<file path="src/rtl/sqmux_sel_ctrl.sv">
// ---------------------------------------------------------------------------
// sqmux_sel_ctrl
// Clock-select sequencer for the SQMUX clock-mux tree (fabric clock domain).
// A switch request is accepted over a valid/ready handshake. Each switch runs
// as gate-off, dead time, select change, settle, gate-on, so the downstream
// muxes never change select while any source clock gate is open.
//
// Optional feature macro: SQMUX_SEL_CTRL_ERR_EN
//   defined     -> 'err' port present; an out-of-range request sets a sticky
//                  error flag in its DONE cycle (cleared only by reset)
//   not defined -> no 'err' port; out-of-range requests are silent no-ops
//
// Ports
//   clk         in   1      fabric clock, all state on rising edge
//   rst_n       in   1      asynchronous active-low reset
//   req_valid   in   1      switch request valid
//   req_sel     in   SELW   requested source index (sampled at accept only)
//   req_ready   out  1      controller idle and able to accept a request
//   done        out  1      one-cycle pulse: switch complete / request retired
//   sel         out  SELW   encoded select to the mux tree
//   sel_onehot  out  N_SRC  one-hot of sel
//   gate_en     out  N_SRC  per-source clock gate enable, at most one bit set
//   busy        out  1      switch sequence in progress
//   err         out  1      sticky out-of-range flag (macro builds only)
// ---------------------------------------------------------------------------
module sqmux_sel_ctrl #(
  parameter int N_SRC      = 4,
  parameter int SELW       = $clog2(N_SRC),
  parameter int OFF_CYCLES = 4,
  parameter int SW_CYCLES  = 2,
  parameter int RESET_SEL  = 0
) (
  input  logic             clk,
  input  logic             rst_n,
  input  logic             req_valid,
  input  logic [SELW-1:0]  req_sel,
  output logic             req_ready,
  output logic             done,
  output logic [SELW-1:0]  sel,
  output logic [N_SRC-1:0] sel_onehot,
  output logic [N_SRC-1:0] gate_en,
  output logic             busy
`ifdef SQMUX_SEL_CTRL_ERR_EN
  , output logic           err
`endif
);

  localparam int MAX_CYC = (OFF_CYCLES > SW_CYCLES) ? OFF_CYCLES : SW_CYCLES;
  localparam int CW      = $clog2(MAX_CYC + 1);

  localparam logic [CW-1:0]    OFF_LOAD  = CW'(OFF_CYCLES - 1);
  localparam logic [CW-1:0]    SW_LOAD   = CW'(SW_CYCLES - 1);
  localparam logic [SELW-1:0]  RST_SEL   = SELW'(RESET_SEL);
  localparam logic [N_SRC-1:0] RST_OH    = N_SRC'(1) << RESET_SEL;
  // One extra bit so the range compare also works when N_SRC is a power of 2
  localparam logic [SELW:0]    N_SRC_EXT = (SELW + 1)'(N_SRC);

  typedef enum logic [1:0] {
    IDLE,
    GATE_OFF,
    SWITCH,
    GATE_ON
  } state_t;

  state_t          state;
  logic [CW-1:0]   cnt;
  logic [SELW-1:0] pend_sel;
  logic            accept;
  logic            in_range;

  // Request qualification: a handshake completes only when we advertise
  // ready, and an index past the last source is never acted upon.
  assign accept   = req_valid & req_ready;
  assign in_range = ({1'b0, req_sel} < N_SRC_EXT);

  // Main sequencer. All outputs are registered here so the mux tree sees
  // glitch-free levels. The gates are closed on the same edge that leaves
  // IDLE and the select only moves after the full dead time, which keeps
  // gate_en at zero in every cycle where sel differs from the cycle before.
  // req_ready is also held low during a no-op DONE cycle: otherwise a
  // back-to-back no-op could produce two DONE pulses in a row.
  always_ff @(posedge clk or negedge rst_n) begin
    if (!rst_n) begin
      state      <= IDLE;
      cnt        <= '0;
      pend_sel   <= RST_SEL;
      sel        <= RST_SEL;
      sel_onehot <= RST_OH;
      gate_en    <= RST_OH;
      req_ready  <= 1'b1;
      done       <= 1'b0;
      busy       <= 1'b0;
`ifdef SQMUX_SEL_CTRL_ERR_EN
      err        <= 1'b0;
`endif
    end else begin
      done <= 1'b0;
      case (state)
        IDLE: begin
          if (accept) begin
            req_ready <= 1'b0;
            if (in_range && (req_sel != sel)) begin
              state    <= GATE_OFF;
              pend_sel <= req_sel;
              cnt      <= OFF_LOAD;
              gate_en  <= '0;
              busy     <= 1'b1;
            end else begin
              done <= 1'b1;
`ifdef SQMUX_SEL_CTRL_ERR_EN
              if (!in_range) begin
                err <= 1'b1;
              end
`endif
            end
          end else begin
            req_ready <= 1'b1;
          end
        end

        GATE_OFF: begin
          if (cnt == '0) begin
            state      <= SWITCH;
            sel        <= pend_sel;
            sel_onehot <= N_SRC'(1) << pend_sel;
            cnt        <= SW_LOAD;
          end else begin
            cnt <= cnt - CW'(1);
          end
        end

        SWITCH: begin
          if (cnt == '0) begin
            state   <= GATE_ON;
            gate_en <= sel_onehot;
            done    <= 1'b1;
          end else begin
            cnt <= cnt - CW'(1);
          end
        end

        GATE_ON: begin
          state     <= IDLE;
          busy      <= 1'b0;
          req_ready <= 1'b1;
        end

        default: begin
          state     <= IDLE;
          busy      <= 1'b0;
          req_ready <= 1'b1;
        end
      endcase
    end
  end

endmodule

</file>
<file path="config.mk">
export PLATFORM = sky130hd
export DESIGN_NAME = sqmux_sel_ctrl
export DESIGN_NICKNAME = d
export VERILOG_FILES = /design/src/rtl/sqmux_sel_ctrl.sv
export SDC_FILE = /design/constraint.sdc
export NUM_CORES = 1
export LEC_CHECK = 0
export BUFFER_PORTS_ARGS = -buffer_cell sky130_fd_sc_hd__buf_2
export CAP_MARGIN = 5
export CELL_PAD_IN_SITES_DETAIL_PLACEMENT = 0
export CELL_PAD_IN_SITES_GLOBAL_PLACEMENT = 1
export CORE_ASPECT_RATIO = 0.9
export CORE_UTILIZATION = 45
export DETAILED_ROUTE_END_ITERATION = 10
export PLACE_DENSITY = 0.85
export SLEW_MARGIN = 20
export SYNTH_ARGS = -nofsm -noshare
export SYNTH_HDL_FRONTEND = slang
export SYNTH_SLANG_ARGS = --single-unit
</file>
<file path="constraint.sdc">
create_clock -name clk -period 3.3 [get_ports clk]
set_input_delay 0.165 -clock clk [delete_from_list [all_inputs] [get_ports clk]]
set_output_delay 0.165 -clock clk [all_outputs]
set_load 0.01 [all_outputs]
</file>
==> impl_metrics.ini <==
[run_status]
outcome = finished clean

[worst_setup_path]
worstPathRequired_ns = 3.52
critPathArrivalTime_ns = 2.07
criticalPathCategory = reg -> reg
r2r_start = state[1]
crit_fanout = 13
critPathCaptureType = flip-flop
startpoint_type = flip-flop
worstSetupStartpoint = state[1]

[floorplanning]
coreArea_mm2 = 0.002262
ios = 18
dieArea_mm2 = 0.002695
die_w_um = 54.61
die_y_um = 49.35
rows = 16
initial_core_util = 0.4956

[clocking]
htree_num_levels = 1
clkTransAtPathRegs_ns = 0.12
cts_tree = built
cts_root_buffer = clkbuf_4
clock_sinks = 20
numCtsBuffers = 3
insertion_delay_ns = 0.32
cts_max_path_buffers = 2

[placement]
io_buffers = 17
place_ws_ns = 1.488
dp.cells = 153
place_congestion = 0.7389
dp_hpwl_um = 1617

[worst_hold_path]
worstHoldStart = req_sel[0]
min_path_type = in -> reg

[power_and_ir_drop]
vdd.ir_drop.worst_mv = 0.5781
p_per_area_mw_per_mm2 = 1048
p_leak_nw = 0.5962

[grt]
grt.overflow.total = 0
grt_pass1_vias = 804
grt_usage = 0.1842
use_met1 = 0.2422
antenna_found_initial = 0
met2_usage = 0.2851
grt.busiest_layer = met2
use_met3 = 0.05607
grt_pass1_wl_um = 3601
grt_max_degree = 21

[synthesis]
ys_seq_area_frac = 0.4498
syn_inst = 113
synthFlopType = dfrtp_1
yosys.area_share.xor_xnor = 0.01563
synth_top_area_frac = 0.3795
netlist.top_cell.by_area = dfrtp_1
ys_warn_count = 0
yosys.area_share.simple = 0.1708
ys_ff_latch = 20
syn-mean-instance-area_um2 = 9.921
synth_top_family_by_area = simple AND/OR/NAND/NOR gates
synth_fa_ha_area_frac = 0.06696
synth_common_cells = 17 x dfrtp_1, 9 x a21oi_1, 9 x nand2_1
async_reset_ff_frac = 1.000
syn_nets = 124
synth_cell_type_count = 30
synth_most_common_cell = dfrtp_1
netlist_area_mm2 = 0.001121
synth_edf_count = 0
synthMuxAreaShare = 0.08594
synth.area.top_cells = dfrtp_1 38%, dfstp_2 7.0%, ha_1 6.7%
synth_compound_area_frac = 0.1652

[route]
num_vias = 923
routed_wl_um = 2254
vias_per_cell = 5.842
antenna_left = 0
route.detailed.drc = 0
firstDrtPassIters = 5
first_iter_violations = 23
wire_per_inst_um = 14.27

[timing]
clock_skew_ns = 0.003719
hold_slack_ns = 0.09479
min_period_over_period = 0.5617
hold_violations = 0
fin_crit_ns = 1.854
max_freq_mhz = 539.5
setup_ws_ns = 1.446
slew_viol_final = 0
worstMarginPinSlew_ns = 0.5366
relSlewSlack = 0.6423
finalSetupViolCount = 0
rsz0062_at_grt = no
tns_ns = 0

[run]
maxCapViolCount = 0

[cells_and_area]
drive_gt1_frac = 0.2519
nets = 143
area_growth_pct = 13.95
multiInputGateArea_um2 = 565.5
seq_area_um2 = 504.2
antennaDiodeCount = 0
n_fill_cell = 201
final_cells = 158
repair_timing:
action | in CTS | in global routing
buffers inserted | 0 | 0
gates resized for setup | 0 | 0
hold buffers | 1 | 0
hold endpoints to repair | 17 | 0
path summary, 6_finish.rpt:
check | end | slack (ns) | cells after the start
worst max-delay path | cnt[0] | 1.45 | 5
worst min-delay path | pend_sel[0] | 0.09 | 2
worst max register to register | cnt[0] | 1.45 | 5
worst min register to register | req_ready | 0.48 | 2
max in group asynchronous | req_ready | 2.65 | 2
min in group asynchronous | done | 0.31 | 2
layout by cell type, fill, tap and decap left out:
cell type,n
a21o_1,1
a21oi_1,9
a21oi_2,1
a2bb2oi_1,1
a31oi_1,6
and2b_1,1
buf_2,17
bufinv_16,1
clkbuf_4,3
dfrtp_1,17
dfstp_2,3
dlygate4sd3_1,1
ha_1,6
inv_1,7
mux2_1,1
mux2_2,4
mux2_4,2
mux2i_1,1
nand2_1,9
nand2_2,1
nand2b_1,7
nand3_1,6
nand4b_1,4
nor2_1,4
nor2b_1,1
nor3_1,1
o211ai_1,4
o21ai_0,8
o31ai_1,1
or2_4,1
xnor2_1,2
report_power, final:
part	internal (mW)	leakage [nW]	switching, mW	total, mW
combinational	0.302	0.324	0.366	0.668
sequential	0.365	0.245	0.101	0.466
clock	0.123	0.0279	0.0825	0.205
total	0.790	0.596	0.549	1.34
registers in the layout, indices dropped and copies added (netlist names):
signal	count
req_ready	1
sel	2
gate_en	4
state	2
busy	1
pend_sel	2
cnt	3
done	1
sel_onehot	4
cell type report:
cell class	count	area share
Tap cell	27	0.02644
Inverter	7	0.02057
Multi-Input combinational cell	82	0.4427
Clock inverter	1	0.02351
Timing Repair Buffer	18	0.07444
Sequential cell	20	0.3947
Clock buffer	3	0.01763
metal layers:
layer / routed length, µm / vias up
li1: - / 439
met1: 1032 / 437
met2: 1031 / 38
met3: 142 / 9
met4: 46 / 0
met5: 0 / -
worst max-delay path: stages (launching register included):
cell and delay (ns):
dfrtp_1 0.45, inv_1 0.10, ha_1 0.45, nand3_1 0.24, nand3_1 0.19, mux2_2 0.34
per-stage QoR:
| step | instance area [µm²] | utilization | power, mW |
|---|---|---|---|
| after floorplan | 1121 | - | 0.9622 |
| after global placement | 1215 | 0.5371 | 1.110 |
| after detailed placement | 1215 | 0.5371 | 1.129 |
| after CTS | 1277 | 0.5647 | 1.337 |
| after global routing | 1277 | 0.5647 | 1.440 |
| final | 1277 | 0.5647 | 1.339 |
kinds of logic after synthesis:
group	Yosys count
and+or+nand+nor	35
AOI/OAI and AO/OA	31
DFF	20
buffers and inverters	11
muxes	8
adders and majority gates	6
xor gates and xnor gates	2
No activity file was read; power rests on OpenSTA's default activity.
